`config.mk`:
```
export PLATFORM = sky130hd
export DESIGN_NAME = priori_flat
export DESIGN_NICKNAME = d
export VERILOG_FILES = /design/src/rtl/priori_pkg.sv /design/src/rtl/priori_if.sv /design/src/rtl/priori_core.sv /design/src/rtl/priori.sv /design/src/flat_wrapper.sv
export SDC_FILE = /design/constraint.sdc
export NUM_CORES = 1
export LEC_CHECK = 0
export ABC_AREA = 1
export CAP_MARGIN = 20
export CORE_AREA = 2 2 39 41
export CTS_CLUSTER_SIZE = 16
export DETAILED_ROUTE_END_ITERATION = 8
export DIE_AREA = 0 0 41 43
export HOLD_SLACK_MARGIN = 0.06
export PLACE_DENSITY_LB_ADDON = 0.08
export SYNTH_ARGS = -nofsm -noshare
export SYNTH_HDL_FRONTEND = slang
export SYNTH_SLANG_ARGS = --single-unit
```
`constraint.sdc`:
```
create_clock -name clk -period 0.8 [get_ports clk]
set_input_delay 0.16 -clock clk [delete_from_list [all_inputs] [get_ports clk]]
set_output_delay 0.16 -clock clk [all_outputs]
set_load 0.01 [all_outputs]
```
`src/rtl/priori_pkg.sv`:
```
// priori_pkg -- shared parameters and the priority-index helper for the
// priori registered priority encoder.
//   WIDTH      : number of request inputs (power of two, >= 2)
//   OUT_W      : width of the encoded index, $clog2(WIDTH)
//   prio_index : index of the highest set bit of a WIDTH-bit vector
package priori_pkg;

  localparam int WIDTH = 8;
  localparam int OUT_W = $clog2(WIDTH);

  // Descending-priority scan. Once the highest set bit is found, the
  // 'found' term masks every lower bit, so X/Z below it cannot disturb idx.
  function automatic logic [OUT_W-1:0] prio_index(input logic [WIDTH-1:0] din);
    logic [OUT_W-1:0] idx;
    logic             found;
    idx   = '0;
    found = 1'b0;
    for (int i = WIDTH - 1; i >= 0; i--) begin
      if (!found && din[i]) begin
        idx   = OUT_W'(i);
        found = 1'b1;
      end
    end
    return idx;
  endfunction

endpackage

```
`src/rtl/priori_if.sv`:
```
// priori_if -- request/result bundle for the priori encoder.
//   en    : encoder enable (master -> slave)
//   Din   : request vector, bit WIDTH-1 highest priority (master -> slave)
//   Dout  : registered index of the highest set request (slave -> master)
//   valid : Dout reflects an enabled, non-zero request (slave -> master)
interface priori_if;
  import priori_pkg::*;

  logic             en;
  logic [WIDTH-1:0] Din;
  logic [OUT_W-1:0] Dout;
  logic             valid;

  modport master (output en, output Din, input  Dout, input  valid);
  modport slave  (input  en, input  Din, output Dout, output valid);
endinterface

```
`src/rtl/priori_core.sv`:
```
// priori_core -- purely combinational priority core.
//   din : request vector
//   idx : index of the highest set bit (0 when din is zero)
//   any : OR-reduction of din
module priori_core
  import priori_pkg::*;
(
  input  logic [WIDTH-1:0] din,
  output logic [OUT_W-1:0] idx,
  output logic             any
);

  assign idx = prio_index(din);
  assign any = |din;

endmodule

```
`src/rtl/priori.sv`:
```
// priori -- registered priority encoder with enable, one-cycle latency.
//   clk   : rising-edge clock
//   rst_n : asynchronous active-low reset; clears Dout/valid immediately
//   bus   : priori_if.slave (en, Din in; Dout, valid out)
// The only state is the output register pair; each edge overwrites it with
// the result for the en/Din sampled at that edge.
module priori
  import priori_pkg::*;
(
  input  logic     clk,
  input  logic     rst_n,
  priori_if.slave  bus
);

  logic [OUT_W-1:0] idx;
  logic             any;
  logic [OUT_W-1:0] dout_d, dout_q;
  logic             valid_d, valid_q;

  priori_core u_core (
    .din (bus.Din),
    .idx (idx),
    .any (any)
  );

  // Disabled or empty requests both report index 0 with valid low, so a
  // consumer only needs to look at valid to tell them from a real bit 0.
  always_comb begin
    dout_d  = '0;
    valid_d = 1'b0;
    if (bus.en && any) begin
      dout_d  = idx;
      valid_d = 1'b1;
    end
  end

  always_ff @(posedge clk or negedge rst_n) begin
    if (!rst_n) begin
      dout_q  <= '0;
      valid_q <= 1'b0;
    end else begin
      dout_q  <= dout_d;
      valid_q <= valid_d;
    end
  end

  assign bus.Dout  = dout_q;
  assign bus.valid = valid_q;

endmodule

```
`src/flat_wrapper.sv`:
```
// flat-port wrapper written by rule: the top's interface ports become plain ports
module priori_flat import priori_pkg::*;
  (clk, rst_n, bus_en, bus_Din, bus_Dout, bus_valid);
  priori_if bus_i ();
  input  logic clk;
  input  logic rst_n;
  input wire logic [$bits(bus_i.en)-1:0] bus_en;
  input wire logic [$bits(bus_i.Din)-1:0] bus_Din;
  output wire logic [$bits(bus_i.Dout)-1:0] bus_Dout;
  output wire logic [$bits(bus_i.valid)-1:0] bus_valid;
  assign bus_i.en = bus_en;
  assign bus_i.Din = bus_Din;
  assign bus_Dout = bus_i.Dout;
  assign bus_valid = bus_i.valid;
  priori u_core (.clk(clk), .rst_n(rst_n), .bus(bus_i));
endmodule
```
---- Word level (Yosys, flattened, before mapping) ----
Cells that the tools add are included.
word-level totals
  bits in registers ....................... 4
  output and inout bits ................... 4
  logic and storage cells ................. 35
operators by class
  multiplexer cells ....................... 17
  reduce and logical (&&, ||, !) cells .... 16
operators with widths
  cell                count
  3-bit two-way mux   9
  1-bit logical AND   8
  1-bit two-way mux   8
  8-bit OR reduction  1
  1-bit logical NOT   7

---- Longest topological paths before layout ----
  depth after elaboration ................. 23
  depth in mapped cells ................... 7

---- Hierarchy ----
A second synthesis with hierarchy kept.
second synthesis, totals
  cells, all modules ...................... 29
  area total of the unflattened synthesis .. 214.0 µm²
modules (own cells, without submodules)
  module       instances  cells each  area an instance (µm²)  sequential area each (µm²)
  priori       1          12          132.6                   100.1
  priori_core  1          17          81.3                    0.0

---- Least setup slack after synthesis ----
No wires, ideal clock.
  path type ............................... input to register
  from .................................... input port bus_Din[5]
  to ...................................... register u_core.dout_q[1] (netlist: u_core.bus.Dout[1])
  library setup time ...................... 0.113 ns
  arrival ................................. 0.684 ns
  required time ........................... 0.687 ns
  slack ................................... 0.003 ns
  stages on the path ...................... 6
  path buffers ............................ 0
  cells stage by stage .................... nor2_2 nand2_2 o21ai_2 inv_2 nand2_1 inv_1
on the way
  cells in the longest elaborated chain, start to end .. 18
  elaborated cells between the ends (all ways) .. 25
RTL lines
  what                    line               RTL
  start: declaration      flat_wrapper.sv:8  input wire logic [$bits(bus_i.Din)-1:0] bus_Din;
  1-bit logical AND       priori_pkg.sv:19   if (!found && din[i]) begin
  1-bit two-way mux       priori_pkg.sv:19
  1-bit logical NOT       priori_pkg.sv:19
  1-bit logical AND       priori_pkg.sv:19
  1-bit two-way mux       priori_pkg.sv:19
  1-bit logical NOT       priori_pkg.sv:19
  1-bit logical AND       priori_pkg.sv:19
  1-bit two-way mux       priori_pkg.sv:19
  [... 3 more ...]        n/a
  1-bit logical NOT       priori_pkg.sv:19
  1-bit logical AND       priori_pkg.sv:19
  1-bit two-way mux       priori_pkg.sv:19
  1-bit logical NOT       priori_pkg.sv:19
  1-bit logical AND       priori_pkg.sv:19
  3-bit two-way mux       priori_pkg.sv:19
  3-bit two-way mux (*)   priori.sv:31       if (bus.en && any) begin
  net u_core.dout_d[1]    priori.sv:17       logic [OUT_W-1:0] dout_d, dout_q;
  end signal: assignment  priori.sv:42       dout_q <= dout_d;
  end: declaration        priori.sv:17
The timed path passes the listed nets; every way through them passes the cells marked *.

---- Final worst setup path ----
  from .................................... register u_core.valid_q (netlist: u_core.bus.valid)
  to ...................................... output port bus_valid
RTL lines
  what                      line                RTL
  start: declaration        priori.sv:18        logic valid_d, valid_q;
  start signal: assignment  priori.sv:43        valid_q <= valid_d;
  end: declaration          flat_wrapper.sv:10  output wire logic [$bits(bus_i.valid)-1:0] bus_valid;
No word-level cell between the ends.

==> metrics.md <==
| Metric | Value |
|---|---|
| First-pass detailed-route iteration total | `1` |
| Max Slew Vio Count | `0` |
| Register area share after synthesis | `0.473` |
| DR iter-0 viols | `0` |
| WL met3 | `around 63 um` |
| Die height | `43 um` |
| Buf/Inv on CP | `1` |
| # DRC | `0` |
| Critical path launch point type | `register` |
| Worst-Margin Slew | `0.189 ns` |
| Hold_ws | `0.135 ns` |
| Synth Instances | `27` |
| RSZ-0062 raised after global routing | `yes` |
| WP data required | `approximately 0.64 ns` |
| RePlAce Congestion | `0.816` |
| CP Class | `register to primary output` |
| Synthesis-to-layout area growth | `102%` |
| Slew headroom | `0.874` |
| Worst EP arrival | `a little over 0.7 ns` |
| Avg Inst Size Synth | `slightly below 8 um^2` |
| Nature of the critical path endpoint | `primary output` |
| Layout cells sized above 1 | `0.490` |
| Worst Slack Setup Final | `-0.0670 ns` |
| Power Dens Cells | `1400 nW/um^2` |
| # H-tree levels | `1` |
| Final Cycle Share | `1.08` |
| Antenna diodes | `0` |
| Hold Crit Class | `input pin to asynchronous set/reset pin` |
| Die Span X | `41 um` |
| Cell Area, Synth | `around 210 um^2` |
| VDD IR max | `337 uV` |
| Max Clock Freq | `1150 MHz` |
| Crit-path max FO | `1` |
| Worst path cell trace | `buf_6` |
| Synth Net Count | `38` |
| Number of hold buffers added after CTS | `0` |
| Netlist cell types | `11` |
| ANT nets after route | `0` |
| Core Util, Final | `0.308` |
| Initial Util | `0.153` |
| Final Critical Period | `0.867 ns` |
| Final TNS setup | `-0.255 ns` |
| Initial antenna violation count | `0` |
| Drt via density | `roughly 3.8` |
| Crit-path slowest cell | `dfrtp_1` |
| FP Rows | `14` |
| # port buffers | `14` |
| Core footprint | `between 1000 and 1500 um^2` |
| Outcome | `complete, but fails checks` |
| Gr ovfl total | `0` |
| Total track usage | `0.0893` |
| First-pass GRT wire length | `966 um` |
| CTS tree | `done` |
| P_sw | `roughly 140 uW` |
| Max Cap Viol | `0` |
| P_leak | `0.217 nW` |
| Die area | `1760 um^2` |
| Vias in the first global route | `258` |
| Detailed Route WL | `585 um` |
| Vias | `249` |
| Clock-pin transition on the worst setup and hold timing paths | `roughly 0.040 ns` |
| Synth warn | `0` |
| Internal power | `457 uW` |
| Clk root buf | `clkbuf_4` |
| Comb pwr share | `0.231` |
| Clock buffer depth | `2` |
| Switch share | `0.237` |
| # setup viols final | `4` |
| Sink Count | `4` |
| Final hold vios | `0` |
| Uppermost routed layer | `met4` |
| Seq pwr share | `0.365` |
| Pin count of the biggest net entering global routing | `5` |
| Dpl ws | `-0.519 ns` |
| Critical Path Max Stage Delay | `0.36 ns` |
| Post-synthesis register bit count | `4` |
| Final Power | `599 uW` |
| Final net count | `62` |
| CTS buffer count | `3` |
| Met1 WL | `189 um` |
| Met2 wire length | `between 300 and 400 um` |
| Crit-path leading delay family | `flip-flops` |
| Clk pwr share | `0.405` |
| Ports | `15` |
| Failing checks | `setup timing` |
| WL per Instance | `roughly 9.0 um` |
through the flow:
stage	std cells	cell area, um^2
5_1_grt	65	427
4_1_cts	65	427
3_5_place_dp	62	409
2_1_floorplan	27	211
3_3_place_gp	62	409
6_report	65	427
synthesized netlist by cell type:
master / number / share of area
inv_1: 4 / 0.071
nor2_1: 2 / 0.036
dfrtp_1: 4 / 0.47
o21ai_2: 1 / 0.041
nor2_2: 3 / 0.089
a21boi_0: 1 / 0.036
inv_2: 1 / 0.018
nand3_1: 2 / 0.047
a21oi_1: 3 / 0.071
nand2_1: 5 / 0.089
nand2_2: 1 / 0.030
what timing repair did:
| item | 4_1_cts | 5_1_grt |
|---|---|---|
| setup endpoints to repair | 8 | 6 |
| pin swaps | 11 | 8 |
| resized for setup | 37 | 10 |
| setup buffers | 0 | 0 |
flip-flops by register name, indices dropped and copies added (netlist names):
| signal | cells |
|---|---|
| u_core.bus.Dout | 3 |
| u_core.bus.valid | 1 |
area by class of cell:
class / instances / area, um^2
Tap cell: 16 / 20.0
Clock buffer: 3 / 22.5
Sequential cell: 4 / 100
Inverter: 5 / 18.8
Multi-Input combinational cell: 18 / 121
Timing Repair Buffer: 19 / 144
Fill cell: 151 / 957
metal layers:
layer,vias to the layer above,global-route usage
met5,-,0
met3,2,0.0157
met2,11,0.144
li1,128,-
met4,0,0.120
met1,108,0.0705
cell families after synthesis:
kind of cell / count (synthesis) / synth area share
AND/OR/NAND/NOR: 13 / 0.290
AO/OA/AOI/OAI: 5 / 0.148
buffers and inverters: 5 / 0.0887
flip-flops: 4 / 0.473
worst max-delay path by stage:
stage	startpoint	end	slack [ns]	depth (start not counted)
after floorplan	bus_Din[5]	u_core.bus.Dout[1]$_DFF_PN0_	0.003	6
after global routing	u_core.bus.Dout[0]$_DFF_PN0_	bus_Dout[0]	-0.1	1
after global placement	bus_Din[5]	u_core.bus.Dout[1]$_DFF_PN0_	-0.52	7
final	u_core.bus.valid$_DFF_PN0_	bus_valid	-0.07	1
after CTS	u_core.bus.Dout[1]$_DFF_PN0_	bus_Dout[1]	-0.08	1
after detailed placement	bus_Din[5]	u_core.bus.Dout[1]$_DFF_PN0_	-0.52	7
power by group through the flow:
stage	Sequential (mW)	Clock [mW]	Combinational [mW]
after floorplan	0.229	0	0.0317
final	0.219	0.243	0.138
after global routing	0.220	0.267	0.153
after CTS	0.218	0.260	0.135
after detailed placement	0.221	0	0.148
after global placement	0.222	0	0.146
layout by cell type, fill, tap and decap left out:
| cell type | n |
|---|---|
| nand2_2 | 1 |
| nor2_2 | 1 |
| clkbuf_4 | 3 |
| inv_1 | 4 |
| nand2_1 | 4 |
| inv_2 | 1 |
| buf_6 | 1 |
| o21ai_4 | 1 |
| buf_2 | 7 |
| a21oi_2 | 1 |
| clkdlybuf4s50_1 | 2 |
| a21oi_1 | 2 |
| dfrtp_1 | 4 |
| nand2_4 | 1 |
| nand3_1 | 2 |
| nor2_4 | 2 |
| a21boi_0 | 1 |
| buf_4 | 5 |
| nor2_1 | 2 |
| clkdlybuf4s15_1 | 4 |
No activity file was read; power rests on OpenSTA's default activity.
==> patch: new RTL, same flow settings <==
Set the package constant `WIDTH` to 16 (it was 8).
--- a/src/rtl/priori_pkg.sv
+++ b/src/rtl/priori_pkg.sv
@@ -6,5 +6,5 @@
 package priori_pkg;
 
-  localparam int WIDTH = 8;
+  localparam int WIDTH = 16;
   localparam int OUT_W = $clog2(WIDTH);
 
Interface: changed (resized bus_Din and bus_Dout); port bits go from 15 to 24. The function was not compared with the original's and may differ.
==> patch against the original RTL <==
The flow still finishes with violations (negative setup slack). Non-clock buffer count up 13. Maximum frequency is 4.7% lower. Synthesized area up 91%. Sequential cell count increased by 1. Total power grew 32%. Worst setup slack worse by 42 ps. Utilization increased by 23 points. Via count increased by 87%. Wire length rose by 59%. Combinational power is 73% higher. Final area grew 74%.
==> patch: results (changes against the original RTL) <==
status -> complete, but fails checks (unchanged)
failing checks -> negative setup slack (unchanged)
setup violators final -> 10 (was 4)
Static Leak -> 0.363 nW (was 0.217 nW)
Tot Pwr -> 791 uW (was 599 uW)
Synth Area in Compound Gates -> 10.2% (was 14.8%)
Bufs on Longest Clock Path -> 2 (unchanged)
initial antenna violation count -> 0 (unchanged)
crit path DAT -> 1040 ps (was 710 ps)
post_cts resized -> 72 (was 37)
leading cell types by count after synthesis -> inv_1 (10), nor2_1 (8), nand2_1 (7) (was nand2_1 (5), dfrtp_1 (4), inv_1 (4))
largest net degree at the start of global routing -> 6 (was 5)
first-pass GRT wire length -> 1.52 mm (was 966 microns)
syn nets -> 76 (was 38)
Crit path largest cell delay -> 140 ps (was 360 ps)
DRT Wirelength -> 930 microns (was 585 microns)
Critical Path Source -> bus_Din[14] (was u_core.bus.valid$_DFF_PN0_)
Via Count -> 466 (was 249)
post-synthesis xor/xnor area fraction -> 0% (unchanged)
multiplexer share of the synthesized area -> 0% (unchanged)
Nets -> 113 (was 62)
clock network power share -> 35.2% (was 40.5%)
synth warn -> 0 (unchanged)
post-synthesis cell type count -> 18 (was 11)
layout cells sized above 1 -> 48.4% (was 49.0%)
CP Class -> input pin to flop (was flop to output port)
final worst slack -> -109 ps (was -67.0 ps)
Int Pwr -> 592 uW (was 457 uW)
Seq power -> 274 uW (was 219 uW)
max reg flops -> 4 (was 3)
post-CTS setup buffers -> 2 (was 0)
port bufs -> 23 (was 14)
Iter 0 DRT Violations -> 0 (unchanged)
drt pass-1 iters -> 1 (unchanged)
RePlAce Congestion -> 0.806 (was 0.816)
total track usage -> 12.4% (was 8.93%)
Top delay family on crit path -> simple AND/OR/NAND/NOR gates (was flip-flops)
Synth area leaders -> dfrtp_1 (31%), inv_1 (9.3%), nor2_1 (7.5%), nand2_1 (6.5%), nand3_1 (6.2%) (was dfrtp_1 (47%), nand2_1 (8.9%), nor2_2 (8.9%), a21oi_1 (7.1%), inv_1 (7.1%))
Cell Area, Placed -> 718 sq um (was 409 sq um)
VDD IR max -> 0.351 mV (was 0.337 mV)
sequential area share after synthesis -> 31.1% (was 47.3%)
Max-slew headroom -> 82.6% (was 87.4%)
largest fanout on the critical path -> 4 (was 1)
slowest stage cell on the critical path -> nor2_4 (was dfrtp_1)
## patch: metal layers
layer,GRT usage [%],share of wire [%]
met2,21.3,55
met3,1.57,6.8
met1,13.1,38
met5,0,0
met4,8.00,0
## patch: layout make-up
type / count / area (sq um)
fill: 156 / 643
multi-input combinational: 41 / 269
timing repair buffer: 32 / 259
sequential: 5 / 125
inverter: 11 / 41.3
clock buffer: 4 / 26.3
tap: 16 / 20.0
## patch: worst paths after layout
path                                                 to  slack [ps]  cells past startpoint
min in group clk           u_core.bus.Dout[1]$_DFF_PN0_         360                      4
max in group asynchronous  u_core.bus.Dout[1]$_DFF_PN0_         470                      1
min                        u_core.bus.Dout[3]$_DFF_PN0_         150                      1
max                        u_core.bus.Dout[0]$_DFF_PN0_        -110                     11
## patch: per-stage QoR
stage,TNS [ps],setup slack [ps],utilization (%),cells
floorplan,-763,-212,-,57
CTS,-844,-144,51.0,109
global placement,-4430,-761,51.9,103
global route,-1090,-188,53.5,109
finish,-626,-109,53.5,109
detailed placement,-4490,-770,51.9,103
